<file path="src/rtl/cpu19_pkg.sv">
// rtl/cpu19_pkg.sv - shared widths, opcodes, field positions and decoded bundle for the 19-bit CPU
package cpu19_pkg;

  localparam int XLEN = 19;
  localparam int NREG = 8;
  localparam int AW   = 3;
  localparam int IMMW = 8;
  localparam int OPW  = 5;

  localparam logic [OPW-1:0] OP_ADD  = 5'd0;
  localparam logic [OPW-1:0] OP_SUB  = 5'd1;
  localparam logic [OPW-1:0] OP_AND  = 5'd2;
  localparam logic [OPW-1:0] OP_OR   = 5'd3;
  localparam logic [OPW-1:0] OP_XOR  = 5'd4;
  localparam logic [OPW-1:0] OP_SLT  = 5'd5;
  localparam logic [OPW-1:0] OP_ADDI = 5'd8;
  localparam logic [OPW-1:0] OP_LDI  = 5'd9;
  localparam logic [OPW-1:0] OP_NOP  = 5'd15;
  localparam logic [OPW-1:0] OP_HALT = 5'd31;

  localparam int OP_HI  = 18;
  localparam int OP_LO  = 14;
  localparam int RD_HI  = 13;
  localparam int RD_LO  = 11;
  localparam int RS1_HI = 10;
  localparam int RS1_LO = 8;
  localparam int RS2_HI = 7;
  localparam int RS2_LO = 5;
  localparam int IMM_HI = 7;
  localparam int IMM_LO = 0;

  typedef struct packed {
    logic [OPW-1:0]  op;
    logic [AW-1:0]   rd;
    logic [XLEN-1:0] opa;
    logic [XLEN-1:0] opb;
    logic            we;
    logic            illegal;
  } ex_bundle_t;

  function automatic logic [XLEN-1:0] sext_imm(input logic [IMMW-1:0] imm);
    return {{(XLEN-IMMW){imm[IMMW-1]}}, imm};
  endfunction

endpackage

</file>
<file path="src/rtl/scoreboard8.sv">
// rtl/scoreboard8.sv - per-register pending bits and RAW/WAW stall detection
module scoreboard8
  import cpu19_pkg::*;
(
  input  logic            clk,
  input  logic            rst,
  input  logic            set_en,
  input  logic [AW-1:0]   set_addr,
  input  logic            clr_en,
  input  logic [AW-1:0]   clr_addr,
  input  logic            uses_rs1,
  input  logic [AW-1:0]   rs1,
  input  logic            uses_rs2,
  input  logic [AW-1:0]   rs2,
  input  logic            writes_rd,
  input  logic [AW-1:0]   rd,
  output logic            stall,
  output logic [NREG-1:0] pending
);

  logic [NREG-1:0] pending_q;
  logic [NREG-1:0] pending_d;
  logic            hit_rs1;
  logic            hit_rs2;
  logic            hit_rd;

  // A register being written back this cycle is no longer a hazard, so
  // the same-cycle clear masks the pending bit before the hazard check.
  always_comb begin
    hit_rs1 = pending_q[rs1] && !(clr_en && (clr_addr == rs1));
    hit_rs2 = pending_q[rs2] && !(clr_en && (clr_addr == rs2));
    hit_rd  = pending_q[rd]  && !(clr_en && (clr_addr == rd));
    stall   = (uses_rs1 && hit_rs1) || (uses_rs2 && hit_rs2) || (writes_rd && hit_rd);
  end

  // Next pending state: clear applied first so a new issue to the same register wins.
  always_comb begin
    pending_d = pending_q;
    if (clr_en) pending_d[clr_addr] = 1'b0;
    if (set_en) pending_d[set_addr] = 1'b1;
  end

  // Pending register with synchronous active-low reset.
  always_ff @(posedge clk) begin
    if (!rst) pending_q <= '0;
    else      pending_q <= pending_d;
  end

  assign pending = pending_q;

endmodule

</file>
<file path="src/rtl/decode_issue_stage.sv">
// rtl/decode_issue_stage.sv - decode, operand read with writeback forwarding, hazard stall and issue register
module decode_issue_stage
  import cpu19_pkg::*;
(
  input  logic            clk,
  input  logic            rst,
  input  logic            if_valid,
  input  logic [XLEN-1:0] if_instr,
  output logic            if_ready,
  output logic [AW-1:0]   rf_a1,
  output logic [AW-1:0]   rf_a2,
  input  logic [XLEN-1:0] rf_rd1,
  input  logic [XLEN-1:0] rf_rd2,
  input  logic            wb_we,
  input  logic [AW-1:0]   wb_addr,
  input  logic [XLEN-1:0] wb_data,
  output logic            ex_valid,
  input  logic            ex_ready,
  output logic [OPW-1:0]  ex_op,
  output logic [AW-1:0]   ex_rd,
  output logic [XLEN-1:0] ex_opa,
  output logic [XLEN-1:0] ex_opb,
  output logic            ex_we,
  output logic            ex_illegal
);

  logic [OPW-1:0]  op;
  logic [AW-1:0]   rd;
  logic [AW-1:0]   rs1;
  logic [AW-1:0]   rs2;
  logic [IMMW-1:0] imm8;
  logic            uses_rs1;
  logic            uses_rs2;
  logic            writes_rd;
  logic            illegal;
  logic            has_imm;
  logic [XLEN-1:0] fwd1;
  logic [XLEN-1:0] fwd2;
  logic [XLEN-1:0] opa;
  logic [XLEN-1:0] opb;
  logic            stall;
  logic            accept;
  logic [NREG-1:0] pending;

  ex_bundle_t ex_q;
  ex_bundle_t ex_d;
  logic       ex_valid_q;
  logic       ex_valid_d;

  assign op    = if_instr[OP_HI:OP_LO];
  assign rd    = if_instr[RD_HI:RD_LO];
  assign rs1   = if_instr[RS1_HI:RS1_LO];
  assign rs2   = if_instr[RS2_HI:RS2_LO];
  assign imm8  = if_instr[IMM_HI:IMM_LO];
  assign rf_a1 = rs1;
  assign rf_a2 = rs2;

  // Opcode class decode: which fields are sources, whether rd is written.
  always_comb begin
    uses_rs1  = 1'b0;
    uses_rs2  = 1'b0;
    writes_rd = 1'b0;
    illegal   = 1'b0;
    has_imm   = 1'b0;
    case (op)
      OP_ADD, OP_SUB, OP_AND, OP_OR, OP_XOR, OP_SLT: begin
        uses_rs1  = 1'b1;
        uses_rs2  = 1'b1;
        writes_rd = 1'b1;
      end
      OP_ADDI: begin
        uses_rs1  = 1'b1;
        writes_rd = 1'b1;
        has_imm   = 1'b1;
      end
      OP_LDI: begin
        writes_rd = 1'b1;
        has_imm   = 1'b1;
      end
      OP_NOP, OP_HALT: begin
      end
      default: illegal = 1'b1;
    endcase
  end

  // Operand selection; the register file only sees the write at the next
  // edge, so a same-cycle writeback is bypassed here.
  always_comb begin
    fwd1 = (wb_we && (wb_addr == rs1)) ? wb_data : rf_rd1;
    fwd2 = (wb_we && (wb_addr == rs2)) ? wb_data : rf_rd2;
    opa  = uses_rs1 ? fwd1 : '0;
    if (uses_rs2)     opb = fwd2;
    else if (has_imm) opb = sext_imm(imm8);
    else              opb = '0;
  end

  scoreboard8 u_sb (
    .clk       (clk),
    .rst       (rst),
    .set_en    (accept && writes_rd),
    .set_addr  (rd),
    .clr_en    (wb_we),
    .clr_addr  (wb_addr),
    .uses_rs1  (uses_rs1),
    .rs1       (rs1),
    .uses_rs2  (uses_rs2),
    .rs2       (rs2),
    .writes_rd (writes_rd),
    .rd        (rd),
    .stall     (stall),
    .pending   (pending)
  );

  assign if_ready = rst && !stall && (!ex_valid_q || ex_ready);
  assign accept   = if_valid && if_ready;

  // Issue register: load on accept, drain on consume, otherwise hold.
  always_comb begin
    ex_d       = ex_q;
    ex_valid_d = ex_valid_q;
    if (accept) begin
      ex_d.op      = op;
      ex_d.rd      = rd;
      ex_d.opa     = opa;
      ex_d.opb     = opb;
      ex_d.we      = writes_rd;
      ex_d.illegal = illegal;
      ex_valid_d   = 1'b1;
    end else if (ex_ready) begin
      ex_valid_d = 1'b0;
    end
  end

  // Issue register flops; reset drops any in-flight bundle.
  always_ff @(posedge clk) begin
    if (!rst) begin
      ex_q       <= '0;
      ex_valid_q <= 1'b0;
    end else begin
      ex_q       <= ex_d;
      ex_valid_q <= ex_valid_d;
    end
  end

  assign ex_valid   = ex_valid_q;
  assign ex_op      = ex_q.op;
  assign ex_rd      = ex_q.rd;
  assign ex_opa     = ex_q.opa;
  assign ex_opb     = ex_q.opb;
  assign ex_we      = ex_q.we;
  assign ex_illegal = ex_q.illegal;

endmodule

</file>
<file path="config.mk">
export PLATFORM = sky130hd
export DESIGN_NAME = decode_issue_stage
export DESIGN_NICKNAME = d
export VERILOG_FILES = /design/src/rtl/cpu19_pkg.sv /design/src/rtl/scoreboard8.sv /design/src/rtl/decode_issue_stage.sv
export SDC_FILE = /design/constraint.sdc
export NUM_CORES = 1
export LEC_CHECK = 0
export CORE_UTILIZATION = 45
export CTS_CLUSTER_SIZE = 14
export DETAILED_ROUTE_END_ITERATION = 8
export PLACE_DENSITY_LB_ADDON = 0.25
export SLEW_MARGIN = 20
export SYNTH_ARGS = -nofsm -noshare
export SYNTH_HDL_FRONTEND = slang
export SYNTH_SLANG_ARGS = --single-unit
</file>
<file path="constraint.sdc">
create_clock -name clk -period 3.97 [get_ports clk]
set_clock_uncertainty 0.1 [all_clocks]
set_input_delay 0.794 -clock clk [delete_from_list [all_inputs] [get_ports clk]]
set_output_delay 0.794 -clock clk [all_outputs]
set_load 0.005 [all_outputs]
</file>
==> results.txt, run 1 <==
The run finished with clean final reports. After detailed routing, the number of vias per cell comes to 5.598. The average wire per cell in the routed design came out at 18.30 um. The half-perimeter wire length of the detailed placement result is 7827 um. The number of sinks driven by the clock tree came out at 57. STA classifies the critical path startpoint as an input port. The number of setup buffers added after CTS came out at 0. The smallest setup slack after layout is 0.1625 ns. When the netlist entered floorplanning its net count stood at 426. The die outline height came out at 87.17 um. The path class of the lowest-slack min-delay path is flip-flop to flip-flop. Synthesis inferred 57 register bits. The first global-routing pass estimated 16,010 um of wire. The via count of the first global-routing pass is 3,096. The total CTS buffers is 9.

The peak supply drop came out at 0.2702 mV. The sequential-to-total area share from yosys stat came out at 34.96%. The number of nets in the finished design came out at 558. The overall die width came out at 87.17 um. The total of warnings raised by yosys came out at 0. The proportion of total power due to net switching is 23.70%. The later-pin clock latency in the skew report is 0.33 ns. The headroom to the max-slew limit came out at 56.29%. The initial cell density of the core came out at 47.26%. For this run the aggregate overflow at the end of global routing stands at 0. The post-placement cell count came out at 559. The worst setup path is captured at an output pin. The combinational share of power came out at 18.9%.

Leaving out fill and tap cells, the most frequent cells in the layout are sky130_fd_sc_hd__clkdlybuf4s50_1 (134), sky130_fd_sc_hd__nand2_1 (57), sky130_fd_sc_hd__dfxtp_1 (57). Of all nets on the critical path, the largest fanout is 4. The synthesized area per cell is 9.545 sq um. The worst hold path was traced through 2 stages.

The number of standard cells in the layout, taps in and fillers out is 575. No sink is reached through more buffers than the 2 on the longest clock path. The residual DRC count came out at 0. The routability-driven placement congestion ratio is 0.8434. The routed wire length is 10,520 um. The cell area after synthesis came out at 3264 sq um. The final hold violation count is 0. The data required time at the worst endpoint came out at 3.08 ns. The max-cap violation count came out at 0. The via count came out at 3,219. The count of final max-slew check failures came out at 0. The commonest non-fill, non-tap cell in the layout is sky130_fd_sc_hd__clkdlybuf4s50_1. The maximum number of pins on one net before global-route repair came out at 52.

The post-synthesis to final-layout area growth came out at 52.20%. The deepest level of the CTS H-tree came out at 3. The count of nets left with antenna violations once routing finished came out at 0.

For the pin with the worst max-slew slack, the measured transition is 0.6541 ns. The die covers 7599 sq um. The number of hold-repair buffers added at the cts stage came out at 0. The post-route fraction of the period consumed by the critical path came out at 95.91%.

The data arrival at the endpoint of the critical path came out at 2.91 ns. The master of the slowest instance on the critical path is sky130_fd_sc_hd__mux4_2. The all-layer global routing usage is 28.17%. In this run the core area contains 30 standard-cell rows. The internal cell power came out at 0.001217 W. The critical path is of the input port to output pin type. TritonCTS built the clock tree. Derived from the worst setup path, the maximum achievable clock frequency is 262.6 MHz. The I/O pin count is 140.

The number of different library cells used by synthesis comes to 39. The critical path goes through dlygate4sd2_1 > mux4_2 > mux2_2 > a32oi_2 > and4_1 > clkdlybuf4s50_1. The power spent charging and discharging nets came out at 0.0003778 W. The number of detailed-route iterations in the first pass came out at 5. The clock tree root buffer cell is sky130_fd_sc_hd__clkbuf_8. The delay contributed by the slowest stage of the critical path is 0.52 ns.

The minimum clock period after layout came out at 3.808 ns. The post-synthesis cell count came out at 342. The core region is 6907 sq um. The number of antenna violations at the first check in global routing came to 1. Sequential cells account for 37.8% of the total power. The violation count after the first detailed-route iteration came out at 175. Setup repair after global routing left no endpoint under its margin. The number of setup violations in the final report came out at 0.

The worst reg-to-reg path cell count came out at 7. The worst setup slack before clock tree synthesis is -0.06649 ns. The standby leakage power is 2.074 nW. The clock share of power is 43.3%. The clock-pin slew of the registers on the worst-case setup and hold paths is 0.07 ns.

The areal power density over the cells is 320.9 nW/um^2. The repair_antennas step left the layout with diodes totalling 0. The fraction of final layout cells with drive strength greater than 1 came out at 11.48%. The count of buffers added on input and output ports is 139.
-- worst paths after layout --
| check | from | endpoint | slack, ns |
|---|---|---|---|
| setup / recovery | if_instr[11] | if_ready | 0.16 |
| hold / removal | ex_illegal$_SDFFE_PN0P_ | ex_illegal$_SDFFE_PN0P_ | 0.36 |
| hold reg to reg | ex_illegal$_SDFFE_PN0P_ | ex_illegal$_SDFFE_PN0P_ | 0.36 |
| setup reg to reg | u_sb.pending[6]$_SDFF_PN0_ | u_sb.pending[3]$_SDFF_PN0_ | 1.28 |
-- per-layer routing --
layer	global-route usage, %	wire (um)
met5	0	8
met4	11.18	242
met3	7.014	858
met2	42.73	4917
met1	38.38	4497
-- critical path, delay by kind of cell --
| kind | cells | cell delay [ns] |
|---|---|---|
| buffers and inverters | 2 | 0.82 |
| muxes | 2 | 0.80 |
| AOI/OAI and AO/OA | 1 | 0.25 |
| and+or+nand+nor | 1 | 0.24 |
-- state kept, by name (all words and copies together), names as in the netlist --
| name | flops |
|---|---|
| ex_rd | 3 |
| ex_illegal | 1 |
| ex_opb | 19 |
| ex_we | 1 |
| ex_op | 5 |
| ex_opa | 19 |
| ex_valid | 1 |
| u_sb.pending | 8 |
-- cell type report --
| cell class | instances | area [sq um] |
|---|---|---|
| sequential | 57 | 1141 |
| inverter | 7 | 26.28 |
| multi-input combinational | 245 | 1913 |
| tap | 96 | 120.1 |
| clock inverter | 4 | 98.84 |
| timing repair buffer | 154 | 1514 |
| fill | 560 | 1938 |
| clock buffer | 12 | 155.1 |
-- cell usage after synthesis --
cell                       instances  area share [%]
sky130_fd_sc_hd__o41ai_2           4             2.0
sky130_fd_sc_hd__dfxtp_1          57              35
sky130_fd_sc_hd__a21boi_1          1            0.23
sky130_fd_sc_hd__o311ai_0          2            0.54
sky130_fd_sc_hd__nand3_1           4            0.61
sky130_fd_sc_hd__nand2b_1          4            0.77
sky130_fd_sc_hd__or3_1             1            0.19
sky130_fd_sc_hd__xnor2_1           9             2.4
sky130_fd_sc_hd__buf_6             4             1.4
sky130_fd_sc_hd__a31oi_1           1            0.19
sky130_fd_sc_hd__and2_1            1            0.19
sky130_fd_sc_hd__mux2_2           11             3.8
sky130_fd_sc_hd__clkbuf_1         15             1.7
sky130_fd_sc_hd__or2_1             1            0.19
sky130_fd_sc_hd__nand3b_1          1            0.23
sky130_fd_sc_hd__o31ai_2           1            0.38
sky130_fd_sc_hd__a21o_1           20             4.6
sky130_fd_sc_hd__mux2_1           11             3.8
sky130_fd_sc_hd__a21oi_1          14             2.1
sky130_fd_sc_hd__a211o_1           1            0.27
sky130_fd_sc_hd__nand2_1          58             6.7
sky130_fd_sc_hd__a22oi_1           7             1.6
sky130_fd_sc_hd__mux2i_1          48              15
sky130_fd_sc_hd__nor3b_1           1            0.23
sky130_fd_sc_hd__nor2_1            2            0.23
sky130_fd_sc_hd__a41oi_1           1            0.27
sky130_fd_sc_hd__and4_1            1            0.27
sky130_fd_sc_hd__buf_2             5            0.77
sky130_fd_sc_hd__buf_4             7             1.6
sky130_fd_sc_hd__inv_1             7            0.81
sky130_fd_sc_hd__o21ai_1           1            0.15
sky130_fd_sc_hd__nand4_1           3            0.57
sky130_fd_sc_hd__o211ai_1          6             1.4
sky130_fd_sc_hd__nor3_1            1            0.15
sky130_fd_sc_hd__mux4_2            6             4.1
sky130_fd_sc_hd__o41ai_1           1            0.27
sky130_fd_sc_hd__a32oi_2           1            0.50
sky130_fd_sc_hd__buf_1             2            0.23
sky130_fd_sc_hd__o31ai_1          21             4.8
-- power groups by stage --
stage	logic (W)	registers (W)	clock network (W)
after floorplan	0.000130	0.000616	0
after global placement	0.000296	0.000615	0
after detailed placement	0.000300	0.000615	0
after CTS	0.000301	0.000603	0.000698
after global routing	0.000322	0.000604	0.000729
final	0.000302	0.000603	0.000690
-- timing repair --
item                       4_1_cts  5_1_grt
setup endpoints to repair        1        1
pin swaps                        0        0
gates resized for setup          2        2
-- cell families after synthesis --
group | Yosys count | share of synthesized area (%)
xor+xnor | 9 | 2.415
mux | 76 | 26.45
buf+inv | 40 | 6.516
compound gates | 82 | 19.36
simple gates | 78 | 10.31
flops | 57 | 34.96
-- metrics by stage --
step	total power [W]	hold slack [ns]	cell area, sq um	TNS, ns	util (%)
global route	0.001655	0.3832	4969	0	71.94
global placement	0.0009105	0.3457	4712	-0.05204	68.22
finish	0.001594	0.3601	4969	0	71.94
detailed placement	0.0009146	0.3567	4712	-0.06649	68.22
CTS	0.001602	0.3658	4964	0	71.87
floorplan	0.0007460	0.3545	3264	0	-
Power figures use the tool's default switching activity.
==> run 2, diff against run 1 <==
Settings changed: SYNTH_HIERARCHICAL from default to 1.
==> run 2 against run 1 <==
  * Register-to-register slack better by 0.11 ns
  * Synthesized cell count down 3.2%
  * Highest routed layer is now met4
  * Sequential share of layout area up 1.8 points
  * Clock power down 25%
==> results.txt, run 2 <==
The maximum number of pins on one net before global-route repair came out at 42 (-19%). The fraction of final layout cells with drive strength greater than 1 is 8.298% (-3.2 points). Ranked by total cell area, the synthesized netlist is headed by sky130_fd_sc_hd__dfxtp_1 (38%), sky130_fd_sc_hd__mux2i_1 (8.4%), sky130_fd_sc_hd__nand3_1 (7.6%).

The die area came out at 6946 sq um (-8.6%). The critical path is of the input port to output pin type. Sorting the synthesized cells by how often they occur yields sky130_fd_sc_hd__dfxtp_1 (57), sky130_fd_sc_hd__nand3_1 (45), sky130_fd_sc_hd__mux2i_1 (25), sky130_fd_sc_hd__o21ai_0 (25), sky130_fd_sc_hd__nand2_1 (23).

In this run the most critical hold path is launched from ex_opa[1]$_SDFFE_PN0P_. The clock-pin slew of the registers on the worst-case setup and hold paths came out at 0.07 ns (about the same). The sequential-to-total area share from yosys stat was 38.32% (+3.4 points). TritonCTS built the clock tree. The path with the worst hold slack has its endpoint at ex_opa[1]$_SDFFE_PN0P_. Leaving out fill and tap cells, the most frequent cell in the layout is sky130_fd_sc_hd__clkdlybuf4s50_1. The number of hold-repair buffers added at the cts stage came out at 0 (unchanged). The worst setup path is launched from an input port.

The synthesized netlist net count is 415 (-2.6%). The final hold violation count came out at 0 (unchanged). The root buffer cell chosen for the clock tree is sky130_fd_sc_hd__clkbuf_8. The number of buffers on the longest clock path is 2 (unchanged). The row count is 29 (-3.3%). The I/O pin count is 140 (unchanged). The number of sinks driven by the clock tree came out at 57 (unchanged). The standby leakage power is 1.757 nW (-15%). The minimum setup slack among reg-to-reg paths came out at 1.39 ns (+0.11 ns). The routability-driven placement congestion ratio came out at 0.8102 (-3.9%). The violation count after the first detailed-route iteration was 145 (-17%). The via count came to 3,125 (-2.9%). The post-synthesis to final-layout area growth is 54.83%. The overall die width is 83.35 um (-4.4%). The via count of the first global-routing pass is 3,101 (+0.16%). The total CTS buffers came out at 9 (unchanged). Summed over all instances, the cell type with the most area after synthesis is sky130_fd_sc_hd__dfxtp_1.

The headroom to the max-slew limit is 43.41% (-13 points). The flip-flop cell with the highest count after synthesis is sky130_fd_sc_hd__dfxtp_1. The deepest level of the CTS H-tree came to 3 (unchanged). The synthesized area per cell is 8.997 sq um (-5.7%). The number of antenna repair diodes is 0 (unchanged). In this run the critical register-to-register path is launched from u_sb/pending[2]$_SDFF_PN0_. The endpoint of the lowest-slack register-to-register path is ex_opa[2]$_SDFFE_PN0P_.

The number of nets in the finished design is 549 (-1.6%). The count of nets left with antenna violations after detail routing came out at 0 (unchanged). The post-synthesis cell count is 331 (-3.2%). The number of setup buffers added after CTS is 0 (unchanged). The count of final max-slew check failures is 0 (unchanged). The global route total overflow came out at 0 (unchanged).

The data required time at the worst endpoint was 3.08 ns (about the same). The overall power consumption came to 0.001450 W (-9.1%). The cell area after synthesis was 2978 sq um (-8.8%). The via density per instance is 5.713 (+2.0%).

The number of detailed-route iterations in the first pass is 4 (-1). The minimum clock period after layout came out at 3.849 ns (+0.04100 ns). The total of warnings raised by yosys was 6 (+6).

The wire length of the first global-routing pass came to 15,140 um (-5.5%). The later-pin clock latency in the skew report came out at 0.33 ns (about the same). The worst reg-to-reg path cell count is 8 (+1). The core utilization of the finished layout came to 72.20% (+0.26 points). The post-route fraction of the period consumed by the critical path is 96.94% (+1.0 points). The top-area cell type share of the netlist area is 38.32% (+3.4 points). The max-cap violation count came out at 0 (unchanged). In the layout the commonest cells are sky130_fd_sc_hd__clkdlybuf4s50_1 (136), sky130_fd_sc_hd__dfxtp_1 (57), sky130_fd_sc_hd__nand3_1 (45). The die outline height came out at 83.35 um (-4.4%).

The all-layer global routing usage came out at 27.17% (-1.0 points). The number of buffer cells added on primary ports is 139 (unchanged). STA classifies the critical path endpoint as an output pin. The placeable core region is 6386 sq um (-7.5%). The initial cell density of the core came out at 46.63% (-0.63 points). The maximum fanout encountered on the critical timing path came out at 14 (+10). The accumulated negative setup slack is 0 ns (unchanged). The residual DRC count is 0 (unchanged). The tightest min-delay check is of the flip-flop to flip-flop type.

The run finished with clean final reports. The peak supply drop came out at 0.2188 mV (-19%). The average wire per cell in the routed design is 17.13 um (-6.4%).

The unique cell type count in the Yosys netlist came out at 39 (unchanged). The data arrival at the endpoint of the critical path is 2.95 ns (+0.04 ns). The areal power density over the cells came out at 314.5 nW/um^2 (-2.0%). The number of cells traversed by the worst hold path was 1 (-1). The number of setup violations in the final report is 0 (unchanged). The share of synthesized flip-flops with an asynchronous set or reset is 0% (unchanged). The half-perimeter wire length of the detailed placement result was 6608 um (-16%). The transition time at the pin with the least slew margin is 0.8489 ns (+0.1948 ns).

The number of synthesized flops with an enable pin is 0 (unchanged). The total of flip-flops plus latches after synthesis is 57 (unchanged). The routed wire length is 9372 um (-11%). sky130_fd_sc_hd__dfxtp_1 is the most common cell in the netlist. Setup repair after global routing left no endpoint under its margin. The number of antenna violations at the first check in global routing came out at 0 (-1).

The timing-limited maximum frequency is 259.8 MHz (-1.1%).
-- run 2: cell types whose count changed in the layout (fill, tap and decap cells not counted), sizes merged, moves of 17 or more --
cell / change
nand3: +42
nand2: -34
o21ai: +24
mux2i: -23
mux2: -22
o31ai: -20
a21o: -19
o2bb2ai: +19
a31oi: +18
a21boi: +17
-- run 2: final cells by class --
class                   instances  area (sq um)
fillers                       504          1775
well taps                      77         96.34
inverters                       3         11.26
clock inverters                 6         58.81
multi-input cells             241          1672
flip-flops and latches         57          1141
clock buffers                  10         127.6
repair buffers                153          1504
-- run 2: worst max-delay path by stage --
stage / startpoint / end / slack [ns] / cells past startpoint
after CTS: if_instr[18] / if_ready / 0.08 / 9
after detailed placement: if_instr[18] / if_ready / 0.11 / 9
after floorplan: if_instr[16] / u_sb/pending[6]$_SDFF_PN0_ / 0.86 / 15
final: if_instr[16] / if_ready / 0.12 / 9
after global routing: if_instr[16] / if_ready / 0.005 / 10
after global placement: if_instr[18] / if_ready / 0.11 / 9
-- run 2: power by group --
part           total, W  leakage, nW  switching (W)  internal [W]
Sequential     0.000614        0.464      0.0000144      0.000599
Combinational  0.000317         1.19       0.000133      0.000183
Clock          0.000519       0.0998       0.000233      0.000286
Total           0.00145         1.76       0.000381       0.00107
-- run 2: cells by family after synthesis --
logic type / Yosys count / synth area share, %
simple gates: 100 / 18.15
compound gates: 98 / 22.65
flops: 57 / 38.32
buf+inv: 33 / 5.798
mux: 28 / 10.67
xor+xnor: 15 / 4.412
-- run 2: routing by layer --
metal	track usage [%]	vias to the layer above	wire length [um]
li1	-	1495	-
met1	35.31	1467	4003
met2	44.04	146	4479
met3	5.467	17	718
met4	11.13	0	171
met5	0	-	0
-- run 2: repair_timing --
action,in CTS,in global routing
setup endpoints to repair,0,1
gates resized for setup,0,3
hold endpoints to repair,0,0
-- run 2: critical path, stage by stage --
cell,delay [ns]
sky130_fd_sc_hd__clkdlybuf4s50_1,0.62
sky130_fd_sc_hd__a211oi_4,0.11
sky130_fd_sc_hd__buf_4,0.20
sky130_fd_sc_hd__a21o_4,0.21
sky130_fd_sc_hd__o21a_1,0.11
sky130_fd_sc_hd__nand3_2,0.06
sky130_fd_sc_hd__o211ai_2,0.11
sky130_fd_sc_hd__and3b_1,0.24
sky130_fd_sc_hd__clkdlybuf4s50_1,0.50
-- run 2: stage by stage --
stage	hold WS [ns]	cells	setup WS [ns]	cell area (sq um)
3_3_place_gp	0.3451	531	0.1146	4417
2_1_floorplan	0.3558	331	0.8619	2978
4_1_cts	0.3652	547	0.08494	4603
5_1_grt	0.3811	547	0.005143	4611
3_5_place_dp	0.3468	531	0.1091	4417
6_report	0.3616	547	0.1215	4611
